### config.mk
export PLATFORM = sky130hd
export DESIGN_NAME = pipeline_stall_controller_flat
export DESIGN_NICKNAME = d
export VERILOG_FILES = /design/src/rtl/pipeline_stall_controller_if.sv /design/src/rtl/pipeline_stall_controller.sv /design/src/flat_wrapper.sv
export SDC_FILE = /design/constraint.sdc
export NUM_CORES = 1
export LEC_CHECK = 0
export ABC_CLOCK_PERIOD_IN_PS = 2700
export BUFFER_PORTS_ARGS = -buffer_cell sky130_fd_sc_hd__buf_2
export CAP_MARGIN = 15
export CORE_MARGIN = 3
export CORE_UTILIZATION = 31
export DETAILED_ROUTE_END_ITERATION = 10
export PLACE_DENSITY_LB_ADDON = 0.08
export RECOVER_POWER = 25
export SLEW_MARGIN = 20
export SYNTH_ARGS = -nofsm -noshare
export SYNTH_HDL_FRONTEND = slang
export SYNTH_SLANG_ARGS = --single-unit
### constraint.sdc
create_clock -name clk -period 2.7 [get_ports clk]
set_input_delay 0.54 -clock clk [delete_from_list [all_inputs] [get_ports clk]]
set_output_delay 0.54 -clock clk [all_outputs]
set_load 0.005 [all_outputs]
### src/rtl/pipeline_stall_controller_if.sv
// rtl/pipeline_stall_controller_if.sv - hazard/branch/memory inputs and freeze/flush controls of the stall controller
interface pipeline_stall_controller_if #(
  parameter int CNT_W = 16
);
  logic             hazard_detected;
  logic             branch_taken;
  logic             mem_req;
  logic             mem_ready;
  logic             cnt_clear;
  logic             freeze_pc;
  logic             freeze_if_id;
  logic             flush_if_id;
  logic             flush_id_exe;
  logic             freeze_back;
  logic             mem_timeout;
  logic [1:0]       state;
  logic [CNT_W-1:0] stall_cycles;
  logic [CNT_W-1:0] flush_count;

  modport master (
    output hazard_detected, branch_taken, mem_req, mem_ready, cnt_clear,
    input  freeze_pc, freeze_if_id, flush_if_id, flush_id_exe, freeze_back,
    input  mem_timeout, state, stall_cycles, flush_count
  );

  modport slave (
    input  hazard_detected, branch_taken, mem_req, mem_ready, cnt_clear,
    output freeze_pc, freeze_if_id, flush_if_id, flush_id_exe, freeze_back,
    output mem_timeout, state, stall_cycles, flush_count
  );
endinterface

### src/rtl/pipeline_stall_controller.sv
// rtl/pipeline_stall_controller.sv - pipeline freeze/flush sequencer with memory-wait watchdog and perf counters
module pipeline_stall_controller #(
  parameter int CNT_W       = 16,
  parameter int MEM_TIMEOUT = 64
) (
  input logic                    clk,
  input logic                    rst,
  pipeline_stall_controller_if.slave bus
);

  localparam logic [1:0]  ST_RUN      = 2'b00;
  localparam logic [1:0]  ST_MEM_WAIT = 2'b01;
  localparam logic [1:0]  ST_ERROR    = 2'b10;
  localparam bit          WATCHDOG_EN = (MEM_TIMEOUT != 0);
  localparam logic [15:0] WAIT_LAST   = 16'(MEM_TIMEOUT - 1);
  localparam logic [CNT_W-1:0] CNT_MAX = {CNT_W{1'b1}};

  logic [1:0]       state_q, state_nxt;
  logic [15:0]      wait_cnt_q, wait_cnt_nxt;
  logic             mem_timeout_q, timeout_set;
  logic [CNT_W-1:0] stall_cycles_q, flush_count_q;

  logic freeze_pc_c, freeze_if_id_c, flush_if_id_c, flush_id_exe_c, freeze_back_c;
  logic mem_stall;

  assign mem_stall = bus.mem_req & ~bus.mem_ready;

  always_comb begin
    freeze_pc_c    = 1'b0;
    freeze_if_id_c = 1'b0;
    flush_if_id_c  = 1'b0;
    flush_id_exe_c = 1'b0;
    freeze_back_c  = 1'b0;
    state_nxt      = state_q;
    wait_cnt_nxt   = wait_cnt_q;
    timeout_set    = 1'b0;

    case (state_q)
      ST_RUN, ST_MEM_WAIT: begin
        if ((state_q == ST_RUN && mem_stall) || (state_q == ST_MEM_WAIT && !bus.mem_ready)) begin
          freeze_pc_c    = 1'b1;
          freeze_if_id_c = 1'b1;
          freeze_back_c  = 1'b1;
          if (state_q == ST_RUN) begin
            state_nxt    = ST_MEM_WAIT;
            wait_cnt_nxt = 16'd1;
          end else if (WATCHDOG_EN && wait_cnt_q == WAIT_LAST) begin
            state_nxt   = ST_ERROR;
            timeout_set = 1'b1;
          end else if (wait_cnt_q != 16'hFFFF) begin
            wait_cnt_nxt = wait_cnt_q + 16'd1;
          end
        end else begin
          // A branch squashes the instruction in ID, so its hazard no longer matters.
          if (bus.branch_taken) begin
            flush_if_id_c  = 1'b1;
            flush_id_exe_c = 1'b1;
          end else if (bus.hazard_detected) begin
            freeze_pc_c    = 1'b1;
            freeze_if_id_c = 1'b1;
            flush_id_exe_c = 1'b1;
          end
          state_nxt    = ST_RUN;
          wait_cnt_nxt = 16'd0;
        end
      end
      ST_ERROR: begin
        freeze_pc_c    = 1'b1;
        freeze_if_id_c = 1'b1;
        freeze_back_c  = 1'b1;
      end
      default: begin
        state_nxt    = ST_RUN;
        wait_cnt_nxt = 16'd0;
      end
    endcase
  end

  always_ff @(posedge clk) begin
    if (!rst) begin
      state_q       <= ST_RUN;
      wait_cnt_q    <= 16'd0;
      mem_timeout_q <= 1'b0;
    end else begin
      state_q    <= state_nxt;
      wait_cnt_q <= wait_cnt_nxt;
      if (timeout_set) begin
        mem_timeout_q <= 1'b1;
      end
    end
  end

  // Counters freeze in ERROR so the values at the moment of the fault survive for inspection.
  always_ff @(posedge clk) begin
    if (!rst) begin
      stall_cycles_q <= '0;
      flush_count_q  <= '0;
    end else if (state_q == ST_RUN || state_q == ST_MEM_WAIT) begin
      if (bus.cnt_clear) begin
        stall_cycles_q <= '0;
        flush_count_q  <= '0;
      end else begin
        if (freeze_pc_c && stall_cycles_q != CNT_MAX) begin
          stall_cycles_q <= stall_cycles_q + 1'b1;
        end
        if (flush_if_id_c && flush_count_q != CNT_MAX) begin
          flush_count_q <= flush_count_q + 1'b1;
        end
      end
    end
  end

  assign bus.freeze_pc    = rst & freeze_pc_c;
  assign bus.freeze_if_id = rst & freeze_if_id_c;
  assign bus.flush_if_id  = rst & flush_if_id_c;
  assign bus.flush_id_exe = rst & flush_id_exe_c;
  assign bus.freeze_back  = rst & freeze_back_c;
  assign bus.mem_timeout  = mem_timeout_q;
  assign bus.state        = state_q;
  assign bus.stall_cycles = stall_cycles_q;
  assign bus.flush_count  = flush_count_q;

endmodule

### src/flat_wrapper.sv
// flat-port wrapper written by rule: the top's interface ports become plain ports
module pipeline_stall_controller_flat 
#(
  parameter int CNT_W       = 16,
  parameter int MEM_TIMEOUT = 64
)
  (clk, rst, bus_hazard_detected, bus_branch_taken, bus_mem_req, bus_mem_ready, bus_cnt_clear, bus_freeze_pc, bus_freeze_if_id, bus_flush_if_id, bus_flush_id_exe, bus_freeze_back, bus_mem_timeout, bus_state, bus_stall_cycles, bus_flush_count);
  pipeline_stall_controller_if #(.CNT_W(CNT_W)) bus_i ();
  input logic clk;
  input logic rst;
  input wire logic [$bits(bus_i.hazard_detected)-1:0] bus_hazard_detected;
  input wire logic [$bits(bus_i.branch_taken)-1:0] bus_branch_taken;
  input wire logic [$bits(bus_i.mem_req)-1:0] bus_mem_req;
  input wire logic [$bits(bus_i.mem_ready)-1:0] bus_mem_ready;
  input wire logic [$bits(bus_i.cnt_clear)-1:0] bus_cnt_clear;
  output wire logic [$bits(bus_i.freeze_pc)-1:0] bus_freeze_pc;
  output wire logic [$bits(bus_i.freeze_if_id)-1:0] bus_freeze_if_id;
  output wire logic [$bits(bus_i.flush_if_id)-1:0] bus_flush_if_id;
  output wire logic [$bits(bus_i.flush_id_exe)-1:0] bus_flush_id_exe;
  output wire logic [$bits(bus_i.freeze_back)-1:0] bus_freeze_back;
  output wire logic [$bits(bus_i.mem_timeout)-1:0] bus_mem_timeout;
  output wire logic [$bits(bus_i.state)-1:0] bus_state;
  output wire logic [$bits(bus_i.stall_cycles)-1:0] bus_stall_cycles;
  output wire logic [$bits(bus_i.flush_count)-1:0] bus_flush_count;
  assign bus_i.hazard_detected = bus_hazard_detected;
  assign bus_i.branch_taken = bus_branch_taken;
  assign bus_i.mem_req = bus_mem_req;
  assign bus_i.mem_ready = bus_mem_ready;
  assign bus_i.cnt_clear = bus_cnt_clear;
  assign bus_freeze_pc = bus_i.freeze_pc;
  assign bus_freeze_if_id = bus_i.freeze_if_id;
  assign bus_flush_if_id = bus_i.flush_if_id;
  assign bus_flush_id_exe = bus_i.flush_id_exe;
  assign bus_freeze_back = bus_i.freeze_back;
  assign bus_mem_timeout = bus_i.mem_timeout;
  assign bus_state = bus_i.state;
  assign bus_stall_cycles = bus_i.stall_cycles;
  assign bus_flush_count = bus_i.flush_count;
  pipeline_stall_controller #(.CNT_W(CNT_W), .MEM_TIMEOUT(MEM_TIMEOUT)) u_core (.clk(clk), .rst(rst), .bus(bus_i));
endmodule
==> reports/qor.txt, run 1 <==
Non-Filler Instances: 552
Critical Path AT: 2500 ps
Outcome: complete, no violations
Leakage Power: 1.15 nW
Vias per cell: 5.64
Synth Cell Area: 2980 um^2
CP Cell Sequence: ha_1 > nand3_1 > or4_4 > o221ai_4 > nor3_1 > o221a_1
CTS Buffer Depth: 2
Ant diodes: 0
Seq cells post-synth: 51
Die area: 10800 um^2
P per Cell Area: 437 nW/um^2
Placer congestion estimate: 0.844
Most common cell after layout, fill and taps aside: dfxtp_1
Top-area cell type share of the netlist area: 34.2%
DIE HEIGHT: 104 um
Iter 0 DRT Violations: 166
Yosys cell types: 57
DRT Pass-1 Iters: 4
Synth area leaders: dfxtp_1, nand2_1, a21oi_1, o211ai_1, nand3_1
Max_cap viols: 0
TNS Setup: 0 ps
CTS Sinks: 51
CTS Hold Bufs: 0
Number of nets in the layout: 432
Top FF cell, synth: dfxtp_1
Syn_nets: 387
CTS resizes: 0
Slowest cell delay on critical path: 580 ps
Fraction of layout cells with a size suffix above 1: 16.8%
Vias: 3115
Average wire per standard cell: 16.6 um
First-pass GRT wire length: 15.5 mm
Initial core utilization: 32.1%
Worst skew pair latency: 310 ps
Vias in the first global route: 2998
Synth area leader: dfxtp_1
Actual slew at the worst max-slew pin: 753 ps
Die X: 104 um
Worst path top cell family by delay: simple AND/OR/NAND/NOR gates
Design Area, Final: 3480 um^2
Clk slew on worst S/H paths: 100 ps
Post-DP HPWL: 6.66 mm
CTS tree: done
Maximum clock frequency: 437 MHz
Remaining DRCs: 0
Gr usage total: 17.2%
Cells after DPL: 544
Core area: 9280 um^2
Area after DPL: 3360 um^2
Overflow after GRT: 0
H-tree levels: 2
Final worst-path cycle share: 84.8%
PortBufs: 46
Final-report setup violation count: 0
Routed wire length: 9.18 mm
Tot Pwr: 1.52 mW
Largest net degree at the start of global routing: 27
Critical path required time: 2910 ps
Synthesized area per cell: 7.91 um^2
Ys Warns: 0
Sequential area share after synthesis: 34.2%
R2r setup slk: 410 ps
EDFF count, synth: 0
Slew margin rel.: 49.2%
Layout area overhead: 16.7%
Post-CTS Setup Bufs: 0
Routed Antenna Nets: 0
Boundary Pins: 47
Rows: 35
Final min period: 2290 ps
Hold_ws: 487 ps
Most frequent cells in the layout: dfxtp_1, nand2_1, buf_2
Gate Count Post-Synth: 377
Final hold vios: 0
Buf+Inv Stages, Crit Path: 0
Initial antenna violation count: 0
Crit start category: flop
Hold Path Class: flop to flop
Maximum VDD drop: 0.000215 V
Slowest cell on crit path: or4_4
RSZ-0062 raised after global routing: no
CP Capture Type: flop
Clk root buf: clkbuf_8
Cts bufs inserted: 5
Fin. max-slew vios: 0
Worst Skew: 7.12 ps
Crit Path Max Fanout: 12
CP Class: flop to flop
Async SR Flop Fraction: 0%
per-stage QoR:
stage | setup slack (ps) | utilization (%)
floorplan | 656 | -
global placement | 487 | 36.2
detailed placement | 438 | 36.2
CTS | 421 | 37.6
global route | 238 | 37.5
finish | 410 | 37.5
final timing paths:
kind              cells past startpoint                          to                        from
hold reg to reg                       2      u_core.bus.mem_timeout      u_core.bus.mem_timeout
setup reg to reg                      6  u_core.bus.stall_cycles[5]  u_core.bus.stall_cycles[0]
setup / recovery                      6  u_core.bus.stall_cycles[5]  u_core.bus.stall_cycles[0]
hold / removal                        2      u_core.bus.mem_timeout      u_core.bus.mem_timeout
registers in the layout (all words and copies together), names as in the netlist:
name                     cells
u_core.bus.mem_timeout       1
u_core.bus.stall_cycles     16
u_core.bus.state             2
u_core.wait_cnt_q           16
u_core.bus.flush_count      16
cell families (layout without fill, tap and decap cells):
family	Yosys count	count (layout)	share of synthesized area, %
adders and majority gates	3	3	1.26
muxes	3	3	1.01
DFF	51	51	34.2
AOI/OAI and AO/OA	117	117	27.2
and+or+nand+nor	174	174	31.6
buffers and inverters	29	75	4.78
where the power goes:
part / total (mW) / switching [mW] / internal (mW) / leakage [nW]
combinational: 0.112 / 0.0740 / 0.0383 / 0.675
clock: 0.648 / 0.277 / 0.371 / 0.0654
sequential: 0.761 / 0.00589 / 0.756 / 0.411
tightest hold or removal path: cells and delay by family (launching register included):
family | cells | cell delay (ps)
and+or+nand+nor | 1 | 70
AOI/OAI and AO/OA | 1 | 40
DFF | 1 | 350
synth_stat cells, types with 4 or more instances:
cell type,instances
dfxtp_1,51
nand2_1,43
nor2_1,28
a21oi_1,26
nand3_1,25
a31oi_1,17
nand4_1,17
o211ai_1,17
o21ai_0,16
clkbuf_1,12
o311ai_0,10
nor3_1,9
o31ai_1,9
nor4_1,8
or4_1,8
inv_1,6
or3_1,6
nor2b_1,5
o21ai_1,5
and4_1,4
final cells by class:
cell class / instances / area [um^2]
Fill cell: 1036 / 5800
Multi-Input combinational cell: 297 / 1820
Sequential cell: 51 / 1020
Timing Repair Buffer: 59 / 317
Tap cell: 129 / 161
Clock buffer: 6 / 72.6
Clock inverter: 2 / 60.1
Inverter: 8 / 30.0
layer usage:
layer | track usage [%] | share of wire [%] | up-vias
li1 | - | - | 1557
met4 | 4.18 | 1.2 | 0
met2 | 28.2 | 47 | 68
met5 | 0 | 0 | -
met1 | 23.3 | 48 | 1482
met3 | 3.17 | 3.9 | 8
No activity file was read; power rests on OpenSTA's default activity.
==> run 2: changes to the inputs <==
Settings changed: ABC_CLOCK_PERIOD_IN_PS 2700 to 2230.
Clock period 2.7 ns to 2.23 ns, I/O delays scaled along.
==> run 2 against run 1 <==
Net effect:
- first-iteration DRC count decreased by 31%
- sequential cell count unchanged
- worst hold slack lost 7.7 ps
- clock power is 13% lower
- via count up 2.9%
- sequential power grew 20%
- non-clock buffer count rose by 31
- die area stayed put
- final area increased by 4.9%
- highest routed layer unchanged
==> reports/qor.txt, run 2 (same netlist as run 1, synthesis figures left out) <==
Final-report setup violation count: 0 (unchanged)
Fraction of layout cells with a size suffix above 1: 22.2% (+5.5 points)
Initial core utilization: 32.1% (unchanged)
Gr usage total: 16.8% (-0.34 points)
Largest net degree at the start of global routing: 26 (-3.7%)
Post-DP HPWL: 6.90 mm (+3.5%)
Flop pwr share: 56.4% (+6.3 points)
First-pass GRT wire length: 15.2 mm (-2.3%)
Average wire per standard cell: 16.0 um (-3.7%)
Cts bufs inserted: 5 (unchanged)
Placer congestion estimate: 0.825 (-2.3%)
Register area: 1020 um^2 (unchanged)
Sw frac: 27.0% (+3.6 points)
RSZ-0062 raised after global routing: no
Critical Path AT: 1610 ps (-890 ps)
Slowest cell on crit path: a211o_2
CP Capture Type: output port
Most frequent cells in the layout: dfxtp_1, nand2_1, buf_2
Pint: 1.19 mW (+1.9%)
Hold_ws: 480 ps (-7.66 ps)
Vias per cell: 5.50 (-2.6%)
CTS Sinks: 51 (unchanged)
Boundary Pins: 47 (unchanged)
Crit Path Max Fanout: 9 (-3)
Leakage Power: 1.28 nW (+11%)
Final worst-path cycle share: 92.2%
DRT Pass-1 Iters: 4 (unchanged)
Remaining DRCs: 0 (unchanged)
Slowest cell delay on critical path: 420 ps (-160 ps)
Fillers: 1035 (-0.097%)
CTS Buffer Depth: 2 (unchanged)
Design Area, Final: 3650 um^2 (+4.9%)
Final hold vios: 0 (unchanged)
Actual slew at the worst max-slew pin: 613 ps (-140 ps)
Slew margin rel.: 58.6% (+9.4 points)
Outcome: complete, no violations
Maximum VDD drop: 0.000224 V (+4.3%)
Routed wire length: 9.33 mm (+1.7%)
PortBufs: 46 (unchanged)
Layout area overhead: 22.4%
Area after DPL: 3590 um^2 (+6.9%)
Die X: 104 um (unchanged)
Iter 0 DRT Violations: 115 (-31%)
Final min period: 2060 ps
CTS tree: done
Clk slew on worst S/H paths: 100 ps (about the same)
H-tree levels: 2 (unchanged)
P per Cell Area: 446 nW/um^2 (+2.0%)
Vias: 3206 (+2.9%)
Multi-input gate area: 1820 um^2 (+0.21%)
Most common cell after layout, fill and taps aside: dfxtp_1
CP Class: flop to output port
Max_cap viols: 0 (unchanged)
Routed Antenna Nets: 0 (unchanged)
Number of nets in the layout: 463 (+7.2%)
Initial antenna violation count: 0 (unchanged)
CTS Hold Bufs: 0 (unchanged)
Critical path required time: 1780 ps (-1130 ps)
Clk network pwr share: 34.5% (-8.1 points)
DIE HEIGHT: 104 um (unchanged)
Worst skew pair latency: 310 ps (about the same)
Maximum clock frequency: 487 MHz
Ant diodes: 0 (unchanged)
Gate power share: 9.1% (+1.7 points)
Vias in the first global route: 2970 (-0.93%)
Hold Path Class: primary input to flop
Die area: 10800 um^2 (unchanged)
Core area: 9280 um^2 (unchanged)
Fin. max-slew vios: 0 (unchanged)
Clk root buf: clkbuf_8
Non-Filler Instances: 583 (+5.6%)
Cells after DPL: 575 (+5.7%)
Crit start category: flop
NetSw: 0.440 mW (+23%)
TNS Setup: 0 ps (unchanged)
Worst Skew: 5.57 ps (-1.55 ps)
CP Cell Sequence: o21ba_1 > a211o_2 > nor2b_1 > buf_2
Overflow after GRT: 0 (unchanged)
Rows: 35 (unchanged)
[run 2: changes by cell type in the layout (fill, tap and decap cells not counted)]
cell        previous run  this run
buf_2                 37        42
buf_4                 13        36
bufinv_16              2         0
clkbuf_1              10        12
clkinv_2               0         1
clkinvlp_4             0         2
or4_1                  8         7
or4_4                  2         3
[run 2: worst paths after layout]
path,startpoint,endpoint,slack (ps),cells after the start
worst max-delay path,u_core.bus.state[0],bus_freeze_if_id,170,4
worst min-delay path,bus_mem_ready,u_core.wait_cnt_q[0],480,4
worst max register to register,u_core.bus.stall_cycles[1],u_core.bus.stall_cycles[12],190,7
worst min register to register,u_core.bus.mem_timeout,u_core.bus.mem_timeout,490,2
[run 2: what timing repair did]
action,4_1_cts,5_1_grt
buffers inserted,0,0
endpoints found under the setup margin,0,1
resized for setup,0,1
[run 2: final cells by class]
class | count | share of cell area (%)
Sequential cell | 51 | 28.0
Inverter | 8 | 0.823
Multi-Input combinational cell | 297 | 49.9
Timing Repair Buffer | 90 | 14.4
Clock buffer | 5 | 1.89
Clock inverter | 3 | 0.549
Tap cell | 129 | 4.42
[run 2: per-stage QoR]
stage / utilization [%] / total power [mW] / setup WS (ps)
2_1_floorplan: - / 1.03 / 228
3_5_place_dp: 38.7 / 1.09 / 157
6_report: 39.3 / 1.63 / 175
5_1_grt: 39.3 / 1.69 / 71.4
3_3_place_gp: 38.7 / 1.09 / 164
4_1_cts: 39.6 / 1.65 / 176
[run 2: power groups by stage]
stage	registers (mW)	clock network [mW]	logic, mW
after global placement	0.938	0	0.149
after global routing	0.918	0.612	0.162
after detailed placement	0.939	0	0.149
after floorplan	0.941	0	0.0871
after CTS	0.918	0.585	0.150
final	0.917	0.561	0.149
[run 2: routing by layer]
layer / part of all wire (%) / vias to the layer above / global-route usage (%)
met1: 49 / 1503 / 23.3
met4: 1.1 / 0 / 3.89
met2: 46 / 72 / 27.7
met5: 0 / - / 0
met3: 3.7 / 8 / 2.48
li1: - / 1623 / -
[run 2: critical path: cells and delay by family, from the launching register on]
family,cells,cell delay [ps]
AOI/OAI and AO/OA,2,660
buffers and inverters,1,130
DFF,1,330
and+or+nand+nor,1,190
